### src/rtl/i2c_pkg.sv
`default_nettype none
// ============================================================================
// Module   : i2c_pkg
// Brief    : Shared state codes and widths for the I2C slave controller.
// Revision : 1.0  initial release
// ============================================================================
package i2c_pkg;

  localparam int STATE_W = 5;
  localparam int DATA_W  = 8;

  localparam logic [STATE_W-1:0] ST_IDLE          = 5'd0;
  localparam logic [STATE_W-1:0] ST_START         = 5'd1;
  localparam logic [STATE_W-1:0] ST_DEVICE_ADDR   = 5'd2;
  localparam logic [STATE_W-1:0] ST_READ_OR_WRITE = 5'd3;
  localparam logic [STATE_W-1:0] ST_ADDR_ACK      = 5'd4;
  localparam logic [STATE_W-1:0] ST_REG_ADDR      = 5'd5;
  localparam logic [STATE_W-1:0] ST_REG_ACK       = 5'd6;
  localparam logic [STATE_W-1:0] ST_WRITE         = 5'd7;
  localparam logic [STATE_W-1:0] ST_WRITE_ACK     = 5'd8;
  localparam logic [STATE_W-1:0] ST_READ          = 5'd9;
  localparam logic [STATE_W-1:0] ST_READ_ACK      = 5'd10;
  localparam logic [STATE_W-1:0] ST_STOP          = 5'd11;

endpackage
`default_nettype wire

### src/rtl/i2c_edge_detect.sv
`default_nettype none
// ============================================================================
// Module   : i2c_edge_detect
// Brief    : SCL/SDA synchronisers with SCL edge and START/STOP pulse outputs.
// Revision : 1.0  initial release
// ============================================================================
module i2c_edge_detect #(
  parameter int SYNC_STAGES = 2
) (
  input  logic clk,
  input  logic rst_n,
  input  logic i_ena,
  input  logic i_scl,
  input  logic i_sda,
  output logic o_sda,
  output logic o_scl_rise,
  output logic o_scl_fall,
  output logic o_start,
  output logic o_stop
);

  logic [SYNC_STAGES-1:0] r_scl_sync;
  logic [SYNC_STAGES-1:0] r_sda_sync;
  logic                   r_scl_prev;
  logic                   r_sda_prev;
  logic                   w_scl;
  logic                   w_sda;

  assign w_scl = r_scl_sync[SYNC_STAGES-1];
  assign w_sda = r_sda_sync[SYNC_STAGES-1];

  // Everything freezes with ena so re-enabling cannot fabricate an edge.
  always_ff @(posedge clk or negedge rst_n) begin
    if (!rst_n) begin
      r_scl_sync <= '1;
      r_sda_sync <= '1;
      r_scl_prev <= 1'b1;
      r_sda_prev <= 1'b1;
    end else if (i_ena) begin
      r_scl_sync <= {r_scl_sync[SYNC_STAGES-2:0], i_scl};
      r_sda_sync <= {r_sda_sync[SYNC_STAGES-2:0], i_sda};
      r_scl_prev <= w_scl;
      r_sda_prev <= w_sda;
    end
  end

  // START/STOP need SCL high on both samples, so they never coincide with an SCL edge.
  assign o_sda      = w_sda;
  assign o_scl_rise = i_ena & w_scl & ~r_scl_prev;
  assign o_scl_fall = i_ena & ~w_scl & r_scl_prev;
  assign o_start    = i_ena & w_scl & r_scl_prev & ~w_sda & r_sda_prev;
  assign o_stop     = i_ena & w_scl & r_scl_prev & w_sda & ~r_sda_prev;

endmodule
`default_nettype wire

### src/rtl/i2c_slave_fsm.sv
`default_nettype none
// ============================================================================
// Module   : i2c_slave_fsm
// Brief    : I2C slave protocol FSM with register pointer, write strobe and
//            single-byte read fetch.
// Revision : 1.0  initial release
// ============================================================================
module i2c_slave_fsm
  import i2c_pkg::*;
#(
  parameter logic [6:0] DEVICE_ADDR = 7'h2A,
  parameter int         SYNC_STAGES = 2
) (
  input  logic               clk,
  input  logic               rst_n,
  input  logic               ena,
  input  logic               SCL_in,
  input  logic               SDA_in,
  output logic [STATE_W-1:0] state,
  output logic [2:0]         data_index,
  output logic [DATA_W-1:0]  read_value,
  output logic [DATA_W-1:0]  reg_addr,
  input  logic [DATA_W-1:0]  reg_rd_data,
  output logic [DATA_W-1:0]  reg_wr_data,
  output logic               reg_wr_en,
  output logic               busy
);

  logic               w_sda;
  logic               w_rise;
  logic               w_fall;
  logic               w_start;
  logic               w_stop;
  logic [STATE_W-1:0] r_state;
  logic [STATE_W-1:0] w_state_nxt;
  logic [2:0]         r_idx;
  logic [6:0]         r_dev_addr;
  logic               r_rw;
  logic [DATA_W-1:0]  r_reg_addr;
  logic [DATA_W-1:0]  r_wr_data;
  logic [DATA_W-1:0]  r_rd_val;
  logic               r_wr_en;
  logic               w_busy;

  i2c_edge_detect #(
    .SYNC_STAGES (SYNC_STAGES)
  ) u_edge (
    .clk        (clk),
    .rst_n      (rst_n),
    .i_ena      (ena),
    .i_scl      (SCL_in),
    .i_sda      (SDA_in),
    .o_sda      (w_sda),
    .o_scl_rise (w_rise),
    .o_scl_fall (w_fall),
    .o_start    (w_start),
    .o_stop     (w_stop)
  );

  always_ff @(posedge clk or negedge rst_n) begin
    if (!rst_n) r_state <= ST_IDLE;
    else        r_state <= w_state_nxt;
  end

  always_comb begin
    w_state_nxt = r_state;
    if (w_stop) begin
      w_state_nxt = ST_IDLE;
    end else if (w_start) begin
      w_state_nxt = ST_START;
    end else begin
      case (r_state)
        ST_IDLE:          w_state_nxt = ST_IDLE;
        ST_START:         if (w_fall) w_state_nxt = ST_DEVICE_ADDR;
        ST_DEVICE_ADDR:   if (w_rise && r_idx == 3'd0) w_state_nxt = ST_READ_OR_WRITE;
        ST_READ_OR_WRITE: if (w_rise) w_state_nxt = (r_dev_addr == DEVICE_ADDR) ? ST_ADDR_ACK : ST_IDLE;
        ST_ADDR_ACK:      if (w_rise) w_state_nxt = r_rw ? ST_READ : ST_REG_ADDR;
        ST_REG_ADDR:      if (w_rise && r_idx == 3'd0) w_state_nxt = ST_REG_ACK;
        ST_REG_ACK:       if (w_rise) w_state_nxt = ST_WRITE;
        ST_WRITE:         if (w_rise && r_idx == 3'd0) w_state_nxt = ST_WRITE_ACK;
        ST_WRITE_ACK:     if (w_rise) w_state_nxt = ST_WRITE;
        ST_READ:          if (w_rise && r_idx == 3'd0) w_state_nxt = ST_READ_ACK;
        ST_READ_ACK:      if (w_rise) w_state_nxt = ST_STOP;
        ST_STOP:          w_state_nxt = ST_STOP;
        default:          w_state_nxt = ST_IDLE;
      endcase
    end
  end

  // Bit index wraps 0->7 at the end of every byte, ready for the next one.
  always_ff @(posedge clk or negedge rst_n) begin
    if (!rst_n) begin
      r_idx      <= 3'd7;
      r_dev_addr <= '0;
      r_rw       <= 1'b0;
      r_reg_addr <= '0;
      r_wr_data  <= '0;
      r_rd_val   <= '0;
      r_wr_en    <= 1'b0;
    end else begin
      r_wr_en <= 1'b0;
      if (w_stop || w_start) begin
        r_idx <= 3'd7;
      end else begin
        case (r_state)
          ST_START: if (w_fall) r_idx <= 3'd6;
          ST_DEVICE_ADDR: if (w_rise) begin
            r_dev_addr <= {r_dev_addr[5:0], w_sda};
            r_idx      <= r_idx - 3'd1;
          end
          ST_READ_OR_WRITE: if (w_rise) r_rw <= w_sda;
          ST_ADDR_ACK: if (w_rise && r_rw) begin
            r_rd_val <= reg_rd_data;
            r_idx    <= 3'd7;
          end
          ST_REG_ADDR: if (w_rise) begin
            r_reg_addr <= {r_reg_addr[DATA_W-2:0], w_sda};
            r_idx      <= r_idx - 3'd1;
          end
          ST_REG_ACK: if (w_rise) r_idx <= 3'd7;
          ST_WRITE: if (w_rise) begin
            r_wr_data <= {r_wr_data[DATA_W-2:0], w_sda};
            r_idx     <= r_idx - 3'd1;
            r_wr_en   <= (r_idx == 3'd0);
          end
          ST_WRITE_ACK: if (w_rise) begin
            r_reg_addr <= r_reg_addr + 8'd1;
            r_idx      <= 3'd7;
          end
          ST_READ: if (w_rise) r_idx <= r_idx - 3'd1;
          default: ;
        endcase
      end
    end
  end

  always_comb begin
    w_busy = (r_state != ST_IDLE);
  end

  assign state       = r_state;
  assign data_index  = r_idx;
  assign read_value  = r_rd_val;
  assign reg_addr    = r_reg_addr;
  assign reg_wr_data = r_wr_data;
  assign reg_wr_en   = r_wr_en;
  assign busy        = w_busy;

endmodule
`default_nettype wire

### config.mk
export PLATFORM = sky130hd
export DESIGN_NAME = i2c_slave_fsm
export DESIGN_NICKNAME = d
export VERILOG_FILES = /design/src/rtl/i2c_pkg.sv /design/src/rtl/i2c_edge_detect.sv /design/src/rtl/i2c_slave_fsm.sv
export SDC_FILE = /design/constraint.sdc
export NUM_CORES = 1
export LEC_CHECK = 0
export ABC_AREA = 1
export BUFFER_PORTS_ARGS = -buffer_cell sky130_fd_sc_hd__buf_2
export CORE_AREA = 2 2 69 71
export CTS_CLUSTER_DIAMETER = 100
export DETAILED_ROUTE_END_ITERATION = 8
export DIE_AREA = 0 0 71 73
export GPL_TIMING_DRIVEN = 0
export HOLD_SLACK_MARGIN = 0.05
export PLACE_DENSITY = 0.82
export SYNTH_ARGS = -nofsm -noshare
export SYNTH_HDL_FRONTEND = slang
export SYNTH_SLANG_ARGS = --single-unit
### constraint.sdc
create_clock -name clk -period 1.8 [get_ports clk]
set_input_delay 0.18 -clock clk [delete_from_list [all_inputs] [get_ports clk]]
set_output_delay 0.18 -clock clk [all_outputs]
set_load 0.05 [all_outputs]
==> results.sh <==
export IMPL_status="finished clean"
export IMPL_relSlewSlack_pct=33.8
export IMPL_cp_num_buf_inv=2
export IMPL_fp_dieH_microns=73
export IMPL_die_area_sq_um=5180
export IMPL_cp_max_fo=9
export IMPL_cp_cell_sequence="inv_1 > nand3_1 > inv_2 > nand2_2 > mux2_2"
export IMPL_clock_sinks=46
export IMPL_area_growth_pct=16.1
export IMPL_final_cell_mix="nand2_1, buf_2, dfrtp_1"
export IMPL_ant_nets=0
export IMPL_critPathMaxStageDelay_ps=550
export IMPL_hold_viol=0
export IMPL_layout_filler_cells=385
export IMPL_drv_cap=0
export IMPL_rows=25
export IMPL_start_util_pct=52.6
export IMPL_clock_latency_ps=300
export IMPL_min_path_type="primary input to async pin"
export IMPL_critPathTopFamily="flip-flops"
export IMPL_crit_required_ps=2000
export IMPL_worstRegToRegCells=5
export IMPL_synth_fp_nets=281
export IMPL_crit_path_start_kind="register"
export IMPL_cts_resized=0
export IMPL_design_portCount=47
export IMPL_grt_max_degree=47
export IMPL_power_per_cell_area_nw_per_um2=1080
export IMPL_grt_pass1_wl_microns=8000
export IMPL_synthCells=265
export IMPL_max_freq_mhz=624
export IMPL_die_w_microns=71
export IMPL_drt_iter0_drc=72
export IMPL_finalCritPeriodShare_pct=89.0
export IMPL_path_clk_slew_ps=90
export IMPL_track_usage_pct=19.6
export IMPL_antenna_found_initial=0
export IMPL_ir_drop_v=0.000806
export IMPL_n_antenna_cell=0
export IMPL_cts_root_buf="clkbuf_8"
export IMPL_multiInputGateArea_sq_um=1080
export IMPL_r2r_end="reg_wr_data[4]$_DFFE_PN0P_"
export IMPL_place_congestion=0.913
export IMPL_fin_setup_tns_ps=0
export IMPL_fin_nets=333
export IMPL_path_class="register to register"
export IMPL_ys_warn_count=0
export IMPL_rsz0062_at_grt="false"
export IMPL_clock_skew_ps=5.28
export IMPL_endpoint_kind="register"
export IMPL_async_flop_share_pct=100
export IMPL_drc_errors=0
export IMPL_power_total_mw=2.98
export IMPL_setup_viol_count_final=0
export IMPL_via_per_inst=5.20
export IMPL_mostFrequentLayoutCell="nand2_1"
export IMPL_synth_cell_types=33
export IMPL_tritoncts="built"
export IMPL_coreArea_sq_um=4540
export IMPL_portBuffers=45
export IMPL_critical_path_slowest_cell="dfstp_2"
export IMPL_yosysSeqAreaShare_pct=48.8
export IMPL_max_slew_worst_pin_slew_ps=993
export IMPL_grt_pass1_vias=1882
export IMPL_ctsHoldBuffers=0
export IMPL_cp_depth=5
export IMPL_hpwl_microns=3370
export IMPL_synth_edf_count=0
export IMPL_min_period_ps=1600
export IMPL_reg2reg_slack_ps=200
export IMPL_synth_seq_cells=46
export IMPL_grt_overflow=0
export IMPL_crit_start="u_edge.r_scl_prev$_DFFE_PN1P_"
export IMPL_wire_per_inst_microns=12.3
export IMPL_r2r_start="u_edge.r_scl_prev$_DFFE_PN1P_"
export IMPL_finalMaxSlewViolations=0
export IMPL_post_cts_buffers=0
export IMPL_synth_ff_type="dfrtp_1"
export IMPL_layout_drive_gt1_share_pct=34.9
export IMPL_first_pass_iters=4
export IMPL_htree_levels=2
export IMPL_ff_latch_area_sq_um=1160
export IMPL_routed_wl_microns=4580
export IMPL_syn_avg_cell_area_sq_um=8.99
export IMPL_cts_inserted_buffers=5
export IMPL_critPathArrivalTime_ps=1800
export IMPL_syn_cell_area_sq_um=2380
export IMPL_cts_max_path_buffers=2
export IMPL_leakage_nw=1.56
export IMPL_vias=1934
## state kept, by name (all words and copies together) (netlist names)
register / flops
reg_wr_en: 1
r_dev_addr: 7
r_rw: 1
data_index: 3
u_edge.r_sda_sync: 2
read_value: 8
state: 4
u_edge.r_scl_sync: 2
reg_addr: 8
u_edge.r_sda_prev: 1
u_edge.r_scl_prev: 1
reg_wr_data: 8
## report_power, final
group | switching (mW) | internal, mW
Combinational | 0.700 | 0.315
Clock | 0.365 | 0.273
Sequential | 0.107 | 1.22
Total | 1.17 | 1.80
## Yosys cell counts (all sizes together) (2+ instances only)
| master | number | area, sq um |
|---|---|---|
| a21oi | 10 | 53.8 |
| a22oi | 2 | 15.0 |
| buf | 4 | 22.5 |
| dfrtp | 37 | 926 |
| dfstp | 9 | 236 |
| ha | 3 | 37.5 |
| inv | 31 | 116 |
| mux2 | 18 | 233 |
| nand2 | 74 | 323 |
| nand3 | 17 | 95.1 |
| nand3b | 2 | 27.5 |
| nor2 | 23 | 109 |
| nor3 | 7 | 35.0 |
| o211ai | 2 | 15.0 |
| o21ai | 19 | 95.1 |
## worst max-delay path by stage
stage                                             to  slack (ps)
after floorplan                 state[2]$_DFFE_PN0P_          40
after global placement    reg_wr_data[1]$_DFFE_PN0P_         240
after detailed placement  reg_wr_data[4]$_DFFE_PN0P_         200
after CTS                 reg_wr_data[4]$_DFFE_PN0P_         190
after global routing            state[3]$_DFFE_PN0P_         110
final                     reg_wr_data[4]$_DFFE_PN0P_         200
## metal layers
metal	vias up	share of wire (%)	global-route usage (%)
li1	970	-	-
met1	919	45	23.3
met2	39	50	35.0
met3	6	4.2	4.56
met4	0	1.2	6.50
met5	-	0	0
## logic make-up after synthesis
kind of cell	Yosys count	share of synthesized area, %
mux	18	9.76
flops	46	48.8
compound gates	35	8.14
simple gates	125	25.2
xor+xnor	1	0.368
fa+ha+maj	3	1.57
other cells	1	0.157
buf+inv	36	5.98
## worst reg2reg max path, cell delays in order (launching register included)
cell and delay [ps]:
dfstp_2 550, inv_1 50, nand3_1 180, inv_2 140, nand2_2 210, mux2_2 360
## stage by stage
stage | cells | hold slack [ps] | worst slack [ps] | cell area, sq um | utilization (%)
after CTS | 372 | 77.3 | 186 | 2770 | 61.0
after detailed placement | 364 | 411 | 201 | 2680 | 59.0
after global placement | 364 | 410 | 238 | 2680 | 59.0
after global routing | 372 | 88.2 | 114 | 2770 | 61.0
final | 372 | 37.8 | 198 | 2770 | 61.0
after floorplan | 265 | -116 | 44.0 | 2380 | -
## cell type report
type                       count  share of cell area (%)
timing repair buffer          45                    8.14
multi-input combinational    183                    39.0
buffer                         5                   0.950
clock buffer                   5                    2.49
tap                           54                    2.44
clock inverter                 3                   0.769
inverter                      31                    4.21
sequential                    46                    42.0
Power figures use the tool's default switching activity.
